==> src/rtl/freq_pkg.sv <==
// freq_pkg: shared FSM state type and default widths for the frequency meter
package freq_pkg;
    typedef enum logic [1:0] {IDLE, WAIT_EDGE, MEASURE} state_t;
    localparam int CNT_W_DEF = 16;
    localparam int SYNC_STAGES_DEF = 2;
endpackage

==> src/rtl/freq_meter_if.sv <==
// freq_meter_if: measured input, enable and measurement results of freq_meter
interface freq_meter_if import freq_pkg::*; #(parameter int CNT_W = CNT_W_DEF);
    logic             sig_in;
    logic             enable;
    logic             edge_tick;
    logic [CNT_W-1:0] period;
    logic             period_valid;
    logic             overflow;
    modport master (output sig_in, enable, input edge_tick, period, period_valid, overflow);
    modport slave (input sig_in, enable, output edge_tick, period, period_valid, overflow);
endinterface

==> src/rtl/sync_edge_det.sv <==
// sync_edge_det: synchronizes an asynchronous input and flags its rising edges
module sync_edge_det import freq_pkg::*; #(
    parameter int SYNC_STAGES = SYNC_STAGES_DEF
) (
    input  logic clk,
    input  logic reset,
    input  logic din,
    output logic rise
);
    logic [SYNC_STAGES-1:0] sync;
    logic                   prev;
    always_ff @(posedge clk or negedge reset) begin
        if (!reset) begin
            sync <= '0;
            prev <= 1'b0;
        end else begin
            sync <= {sync[SYNC_STAGES-2:0], din};
            prev <= sync[SYNC_STAGES-1];
        end
    end
    assign rise = sync[SYNC_STAGES-1] & ~prev;
endmodule

==> src/rtl/freq_meter.sv <==
// freq_meter: counts clk cycles between rising edges of a slow asynchronous input
module freq_meter import freq_pkg::*; #(
    parameter int CNT_W       = CNT_W_DEF,
    parameter int SYNC_STAGES = SYNC_STAGES_DEF
) (
    input  logic         clk,
    input  logic         reset,
    freq_meter_if.slave  bus
);
    localparam logic [CNT_W-1:0] MAX = '1;
    logic             rise;
    logic             full;
    logic             valid_n;
    logic             ovf_n;
    logic [CNT_W-1:0] cnt;
    logic [CNT_W-1:0] cnt_n;
    logic [CNT_W-1:0] period_n;
    state_t           state;
    state_t           state_n;
    sync_edge_det #(.SYNC_STAGES(SYNC_STAGES)) u_sync (
        .clk  (clk),
        .reset(reset),
        .din  (bus.sig_in),
        .rise (rise)
    );
    assign full = cnt == MAX;
    always_ff @(posedge clk or negedge reset) begin
        if (!reset) begin
            state            <= IDLE;
            cnt              <= '0;
            bus.period       <= '0;
            bus.period_valid <= 1'b0;
            bus.overflow     <= 1'b0;
            bus.edge_tick    <= 1'b0;
        end else begin
            state            <= state_n;
            cnt              <= cnt_n;
            bus.period       <= period_n;
            bus.period_valid <= valid_n;
            bus.overflow     <= ovf_n;
            bus.edge_tick    <= rise;
        end
    end
    // a rise on a saturated count is an over-long period: no result, overflow kept
    always_comb begin
        state_n  = state;
        cnt_n    = cnt;
        period_n = bus.period;
        valid_n  = 1'b0;
        ovf_n    = bus.overflow;
        case (state)
            IDLE: begin
                cnt_n   = '0;
                ovf_n   = 1'b0;
                state_n = bus.enable ? WAIT_EDGE : IDLE;
            end
            WAIT_EDGE: begin
                if (!bus.enable) state_n = IDLE;
                else if (rise) begin
                    cnt_n   = '0;
                    state_n = MEASURE;
                end
            end
            MEASURE: begin
                if (!bus.enable) begin
                    state_n = IDLE;
                    cnt_n   = '0;
                    ovf_n   = 1'b0;
                end else if (rise) begin
                    cnt_n    = '0;
                    ovf_n    = full;
                    valid_n  = ~full;
                    period_n = full ? bus.period : cnt + 1'b1;
                end else begin
                    cnt_n = full ? cnt : cnt + 1'b1;
                    ovf_n = bus.overflow | full;
                end
            end
            default: state_n = IDLE;
        endcase
    end
endmodule

==> src/flat_wrapper.sv <==
// flat-port wrapper written by rule: the top's interface ports become plain ports
module freq_meter_flat import freq_pkg::*;
#(
    parameter int CNT_W       = CNT_W_DEF,
    parameter int SYNC_STAGES = SYNC_STAGES_DEF
)
  (clk, reset, bus_sig_in, bus_enable, bus_edge_tick, bus_period, bus_period_valid, bus_overflow);
  freq_meter_if #(.CNT_W(CNT_W)) bus_i ();
  input  logic clk;
  input  logic reset;
  input wire logic [$bits(bus_i.sig_in)-1:0] bus_sig_in;
  input wire logic [$bits(bus_i.enable)-1:0] bus_enable;
  output wire logic [$bits(bus_i.edge_tick)-1:0] bus_edge_tick;
  output wire logic [$bits(bus_i.period)-1:0] bus_period;
  output wire logic [$bits(bus_i.period_valid)-1:0] bus_period_valid;
  output wire logic [$bits(bus_i.overflow)-1:0] bus_overflow;
  assign bus_i.sig_in = bus_sig_in;
  assign bus_i.enable = bus_enable;
  assign bus_edge_tick = bus_i.edge_tick;
  assign bus_period = bus_i.period;
  assign bus_period_valid = bus_i.period_valid;
  assign bus_overflow = bus_i.overflow;
  freq_meter #(.CNT_W(CNT_W), .SYNC_STAGES(SYNC_STAGES)) u_core (.clk(clk), .reset(reset), .bus(bus_i));
endmodule
==> config.mk <==
export PLATFORM = sky130hd
export DESIGN_NAME = freq_meter_flat
export DESIGN_NICKNAME = d
export VERILOG_FILES = /design/src/rtl/freq_pkg.sv /design/src/rtl/freq_meter_if.sv /design/src/rtl/sync_edge_det.sv /design/src/rtl/freq_meter.sv /design/src/flat_wrapper.sv
export SDC_FILE = /design/constraint.sdc
export NUM_CORES = 1
export LEC_CHECK = 0
export CAP_MARGIN = 20
export CORE_MARGIN = 8
export CORE_UTILIZATION = 47
export DETAILED_ROUTE_END_ITERATION = 12
export GPL_TIMING_DRIVEN = 1
export PLACE_DENSITY_LB_ADDON = 0.25
export SYNTH_ARGS = -nofsm -noshare
export SYNTH_HDL_FRONTEND = slang
export SYNTH_SLANG_ARGS = --single-unit
==> constraint.sdc <==
create_clock -name clk -period 6.65 [get_ports clk]
set_clock_uncertainty 0.15 [all_clocks]
set_input_delay 0.665 -clock clk [delete_from_list [all_inputs] [get_ports clk]]
set_output_delay 0.665 -clock clk [all_outputs]
set_load 0.05 [all_outputs]
==> impl_metrics.yaml, run 1 <==
finish:
  fin_nets: 206
  diodes: 0
  final_util_pct: 56.06
  areaGrowthSynthToFinish_pct: 17.39
  stdcell_count: 253
  final_cell_mix: "dfrtp_1 (40), clkdlybuf4s50_1 (21), mux2_1 (14), a31oi_1 (11)"
  final_common_cell: "dfrtp_1"
  finalInstanceArea_um2: 2374
  drive_above_1_share_pct: 10.45
logic_synthesis:
  synth_edf_count: 0
  synth_ff_type: "dfrtp_1"
  synthCells: 182
  syn-cell-area_um2: 2022
  ys_async_sr_fraction_pct: 100.0
  post_synth_num_cell_types: 41
  synth_area_leaders: "dfrtp_1 (50%), mux2_1 (7.8%), xnor2_1 (3.5%)"
  ys_seq_area_share_pct: 49.50
  synth_nets: 187
  synth_seq_cells: 40
  ys_warn_count: 0
  netlist.area_leader.share_pct: 49.50
  yosysTopAreaCell: "dfrtp_1"
  syn_area_per_cell_um2: 11.11
floorplanning:
  fp.dieH_um: 81.59
  io_pins: 23
  dieArea_um2: 6657
  core_area_um2: 4234
  start_util_pct: 47.75
  die_width_um: 81.59
  rows: 24
detailed_routing:
  drtIter0Drc: 88
  vias: 1469
  routed_wirelength_mm: 3.983
  wl_per_cell_um: 15.74
  drc: 0
  dr.pass1.iters: 4
  drtAntennaViolNets: 0
  vias_per_cell: 5.806
worst_setup_path:
  r2r_slack_ns: 3.81
  cp.depth: 5
  cp-startpoint: "u_core.cnt[0]$_DFFE_PN0P_"
  critPathLaunchType: "flip-flop"
  endpoint_kind: "flip-flop"
  endpoint: "u_core.bus.period[15]$_DFFE_PN0P_"
  cp_top_family: "simple AND/OR/NAND/NOR gates"
  path_cells: "ha_1 -> nand3_2 -> nor4_4 -> or4_1 -> mux2_2"
  crit_fanout: 17
  path_buf_inv: 0
  crit_path_max_incr_delay_ns: 0.69
  timing.rr.start: "u_core.cnt[0]$_DFFE_PN0P_"
  reg2regPathDepth: 5
  crit_slowest_cell: "or4_1"
  worstSetupPathType: "reg2reg"
  worstReg2RegEnd: "u_core.bus.period[15]$_DFFE_PN0P_"
  critPathRequiredTime_ns: 6.68
  cp.arrival_ns: 2.87
pwr:
  powerDensity_nw_per_um2: 215.6
  p_seq_share_pct: 49.6
  p_switching_uw: 105.6
  vdd_drop_max_uv: 149.7
  p_total_uw: 511.8
  intPower_uw: 406.2
  p_clk_share_pct: 44.7
  switching_share_pct: 20.63
  power_frac_comb_pct: 5.7
  leakage_nw: 1.130
timing:
  hold_violations: 0
  max-slew-margin-rel_pct: 41.88
  finalSetupViolations: 0
  setup_tns_ns: 0
  rsz0062_at_grt: "no"
  setup_ws_ns: 3.806
  slew_violations: 0
  max_freq_mhz: 351.6
  hold-worst-slack_ns: 0.2158
  tightest_slew_ns: 0.8718
  fin_crit_sh_pct: 42.77
  period_minus_slack_ns: 2.844
cts:
  post_cts.repair.setup_buffers: 0
  cts_resized: 0
  ctsRootBufferMaster: "clkbuf_8"
  worstSkewPairLatency_ns: 0.29
  h-tree-depth: 2
  numCtsBuffers: 5
  hold_buffers: 0
  clock_path_buffers: 2
  cts_sinks: 40
  clk_pin_slew_worst_paths_ns: 0.07
  cts_tree: "done"
place:
  dp_hpwl_mm: 2.722
  portBuffers: 22
  gp_congestion: 0.8239
  dp_cells: 245
  place_ws_ns: 3.709
  placed_area_um2: 2237
grt:
  grt_use_total_pct: 13.28
  grt_overflow: 0
  grt_max_degree: 41
  grt_pass1_vias: 1498
  antenna_found_initial: 0
  grt_pass1_wl_mm: 6.831
hold_path:
  hold_path_class: "reg2reg"
flow_run:
  cap_violations: 0
outcome:
  status: "complete, no violations"
flip-flops by register name (all words and copies together) (netlist names):
signal                   flops
u_core.bus.edge_tick         1
u_core.bus.overflow          1
u_core.bus.period           16
u_core.bus.period_valid      1
u_core.cnt                  16
u_core.state                 2
u_core.u_sync.prev           1
u_core.u_sync.sync           2
how the worst min path moves through the flow:
stage | from | end | cells past startpoint
2_1_floorplan | u_core.u_sync.sync[0]$_DFF_PN0_ | u_core.u_sync.sync[1]$_DFF_PN0_ | 0
3_3_place_gp | u_core.u_sync.sync[0]$_DFF_PN0_ | u_core.u_sync.sync[1]$_DFF_PN0_ | 0
6_report | u_core.u_sync.sync[0]$_DFF_PN0_ | u_core.u_sync.sync[1]$_DFF_PN0_ | 0
3_5_place_dp | u_core.u_sync.sync[0]$_DFF_PN0_ | u_core.u_sync.sync[1]$_DFF_PN0_ | 0
5_1_grt | u_core.u_sync.sync[0]$_DFF_PN0_ | u_core.u_sync.sync[1]$_DFF_PN0_ | 0
4_1_cts | u_core.u_sync.sync[0]$_DFF_PN0_ | u_core.u_sync.sync[1]$_DFF_PN0_ | 0
layout make-up:
cell class / count / area (µm²)
Sequential cell: 40 / 1001
Inverter: 9 / 33.78
Tap cell: 52 / 65.06
Clock inverter: 2 / 60.06
Clock buffer: 5 / 68.82
Fill cell: 348 / 1861
Multi-Input combinational cell: 121 / 914.6
Timing Repair Buffer: 24 / 230.2
worst register-to-register path: cells and delay by family, from the launching register on:
| kind | cells | cell delay (ns) |
|---|---|---|
| muxes | 1 | 0.41 |
| DFF | 1 | 0.43 |
| adders and majority gates | 1 | 0.29 |
| and+or+nand+nor | 3 | 1.45 |
cells in the mapped netlist, drive strengths merged, types with 6 or more instances:
cell,instances
and3,7
xnor2,8
mux2,16
a21oi,6
o21ai,7
buf,8
xor2,6
inv,9
a31oi,11
dfrtp,40
nand4,7
nand2,9
layer usage:
layer	vias to the layer above	global-route usage, %	wire length [µm]
met4	0	7.368	68
met2	46	21.80	1976
li1	702	-	-
met3	7	3.829	237
met1	714	15.32	1702
met5	-	0	0
power by group through the flow:
| stage | Clock (mW) | Combinational [mW] | Sequential, mW |
|---|---|---|---|
| 2_1_floorplan | 0 | 0.0144 | 0.261 |
| 3_3_place_gp | 0 | 0.0280 | 0.258 |
| 3_5_place_dp | 0 | 0.0290 | 0.258 |
| 4_1_cts | 0.236 | 0.0292 | 0.254 |
| 5_1_grt | 0.246 | 0.0327 | 0.255 |
| 6_report | 0.229 | 0.0292 | 0.254 |
logic make-up after synthesis:
kind of cell	Yosys count	synth area share, %
simple gates	49	15.10
flops	40	49.50
compound gates	39	13.55
buf+inv	21	5.259
mux	18	9.901
xor+xnor	14	6.064
fa+ha+maj	1	0.6187
Power figures use the tool's default switching activity.
==> run 2: changes to the inputs <==
==> constraint.sdc (replaced) <==
create_clock -name clk -period 2.5 [get_ports clk]
set_clock_uncertainty 0.15 [all_clocks]
set_input_delay 0.25 -clock clk [delete_from_list [all_inputs] [get_ports clk]]
set_output_delay 0.25 -clock clk [all_outputs]
set_load 0.05 [all_outputs]
==> run 2 against run 1 <==
Net effect:
- design area up 2.3%
- global-route usage up 0.52 points
- worst setup slack worse by 3.6 ns
- utilization up 1.3 points
- first-iteration DRC count up 64%
- flip-flop and latch count unchanged
- non-clock buffer count up 8
- via count up 2.5%
==> impl_metrics.yaml, run 2 (same netlist as run 1, synthesis figures left out) <==
floorplanning:
  die_width_um: 81.59
  dieArea_um2: 6657
  io_pins: 23
  core_area_um2: 4234
  rows: 24
  fp.dieH_um: 81.59
  start_util_pct: 47.75
cts:
  post_cts.repair.setup_buffers: 0
  cts_tree: "done"
  clk_pin_slew_worst_paths_ns: 0.08
  worstSkewPairLatency_ns: 0.30
  cts_sinks: 40
  ctsRootBufferMaster: "clkbuf_8"
  clock_path_buffers: 2
  numCtsBuffers: 5
  h-tree-depth: 2
finish:
  areaGrowthSynthToFinish_pct: 20.05
  final_common_cell: "dfrtp_1"
  largestRegisters: "u_core.bus.period (16), u_core.cnt (16)"
  final_util_pct: 57.33
  fin_nets: 214
  final_cell_mix: "dfrtp_1 (40), clkdlybuf4s50_1 (21), mux2_1 (14), a31oi_1 (11)"
  diodes: 0
  drive_above_1_share_pct: 14.29
  num-fill-cells: 345
worst_setup_path:
  critPathLaunchType: "flip-flop"
  critPathRequiredTime_ns: 2.59
  cp.arrival_ns: 2.39
  crit_fanout: 9
  endpoint_kind: "flip-flop"
  worstSetupPathType: "reg2reg"
timing:
  max_freq_mhz: 434.1
  max-slew-margin-rel_pct: 41.39
  hold_violations: 0
  period_minus_slack_ns: 2.304
  setup_tns_ns: 0
  slew_violations: 0
  tightest_slew_ns: 0.8791
  rsz0062_at_grt: "no"
  finalSetupViolations: 0
  fin_crit_sh_pct: 92.15
grt:
  grt_overflow: 0
  antenna_found_initial: 0
  grt_use_met3_pct: 3.720
  grt_max_degree: 41
  grt_use_total_pct: 13.81
  grt_pass1_vias: 1530
  grtUsageMet2_pct: 22.59
  grt_pass1_wl_mm: 7.107
  busiest_layer: "met2"
  grt_use_met1_pct: 16.12
outcome:
  status: "complete, no violations"
detailed_routing:
  drtAntennaViolNets: 0
  vias_per_cell: 5.744
  wl_per_cell_um: 16.12
  routed_wirelength_mm: 4.224
  drtIter0Drc: 144
  dr.pass1.iters: 4
  vias: 1505
  drc: 0
flow_run:
  cap_violations: 0
pwr:
  powerDensity_nw_per_um2: 532.0
  leakage_nw: 1.163
  vdd_drop_max_uv: 288.5
hold_path:
  hold_path_class: "reg2reg"
place:
  gp_congestion: 0.9461
  dp_hpwl_mm: 2.940
  portBuffers: 22
==> run 2: cell count changes in the layout (fill, tap and decap cells not counted), sizes merged <==
cell,delta
dlygate4sd3,+1
clkinv,+2
buf,+7
bufinv,-1
==> run 2: critical path: stages, from the launching register on <==
cell and delay (ns):
dfrtp_1 0.42, ha_1 0.27, nand3_2 0.23, or4_4 0.63, buf_4 0.19, o21ai_1 0.17, mux2_2 0.18
==> run 2: area by class of cell <==
| type | count | area [µm²] | area share, % |
|---|---|---|---|
| tap | 52 | 65.06 | 2.680 |
| multi-input combinational | 121 | 918.4 | 37.84 |
| sequential | 40 | 1001 | 41.24 |
| inverter | 9 | 33.78 | 1.392 |
| clock inverter | 3 | 47.55 | 1.959 |
| clock buffer | 5 | 68.82 | 2.835 |
| timing repair buffer | 32 | 292.8 | 12.06 |
==> run 2: routing by layer <==
layer	wire length, µm	part of all wire [%]	vias up
met5	0	0	-
met4	60	1.4	0
met2	2086	49	46
li1	-	-	720
met1	1838	44	734
met3	238	5.6	5
==> run 2: worst paths after layout <==
kind | startpoint | endpoint | slack (ns) | cells after the start
max | u_core.cnt[1]$_DFFE_PN0P_ | u_core.cnt[0]$_DFFE_PN0P_ | 0.20 | 6
min reg2reg | u_core.u_sync.sync[0]$_DFF_PN0_ | u_core.u_sync.sync[1]$_DFF_PN0_ | 0.22 | 0
max in group asynchronous | reset | u_core.cnt[14]$_DFFE_PN0P_ | 1.19 | 2
min in group asynchronous | reset | u_core.cnt[2]$_DFFE_PN0P_ | 0.46 | 2
min | u_core.u_sync.sync[0]$_DFF_PN0_ | u_core.u_sync.sync[1]$_DFF_PN0_ | 0.22 | 0
max reg2reg | u_core.cnt[1]$_DFFE_PN0P_ | u_core.cnt[0]$_DFFE_PN0P_ | 0.20 | 6
==> run 2: where the power goes <==
group          total (mW)  internal, mW  switching (mW)
Combinational      0.0815        0.0295          0.0520
Clock               0.536         0.300           0.235
Sequential          0.674         0.660          0.0147
==> run 2: per-stage QoR <==
stage	instances	hold slack (ns)	instance area [µm²]	setup WS, ns	power, mW
floorplan	182	-0.1956	2022	0.2507	0.7314
global placement	253	0.1935	2297	0.2210	0.7648
detailed placement	253	0.1880	2297	0.1272	0.7691
CTS	262	0.2180	2424	0.1051	1.310
global route	262	0.2356	2427	0.08395	1.354
finish	262	0.2152	2427	0.1961	1.291
==> run 2: repair_timing <==
item | in CTS | in global routing
endpoints found under the setup margin | 0 | 2
gates resized for setup | 0 | 1
hold buffers | 1 | 0
hold endpoints to repair | 40 | 0
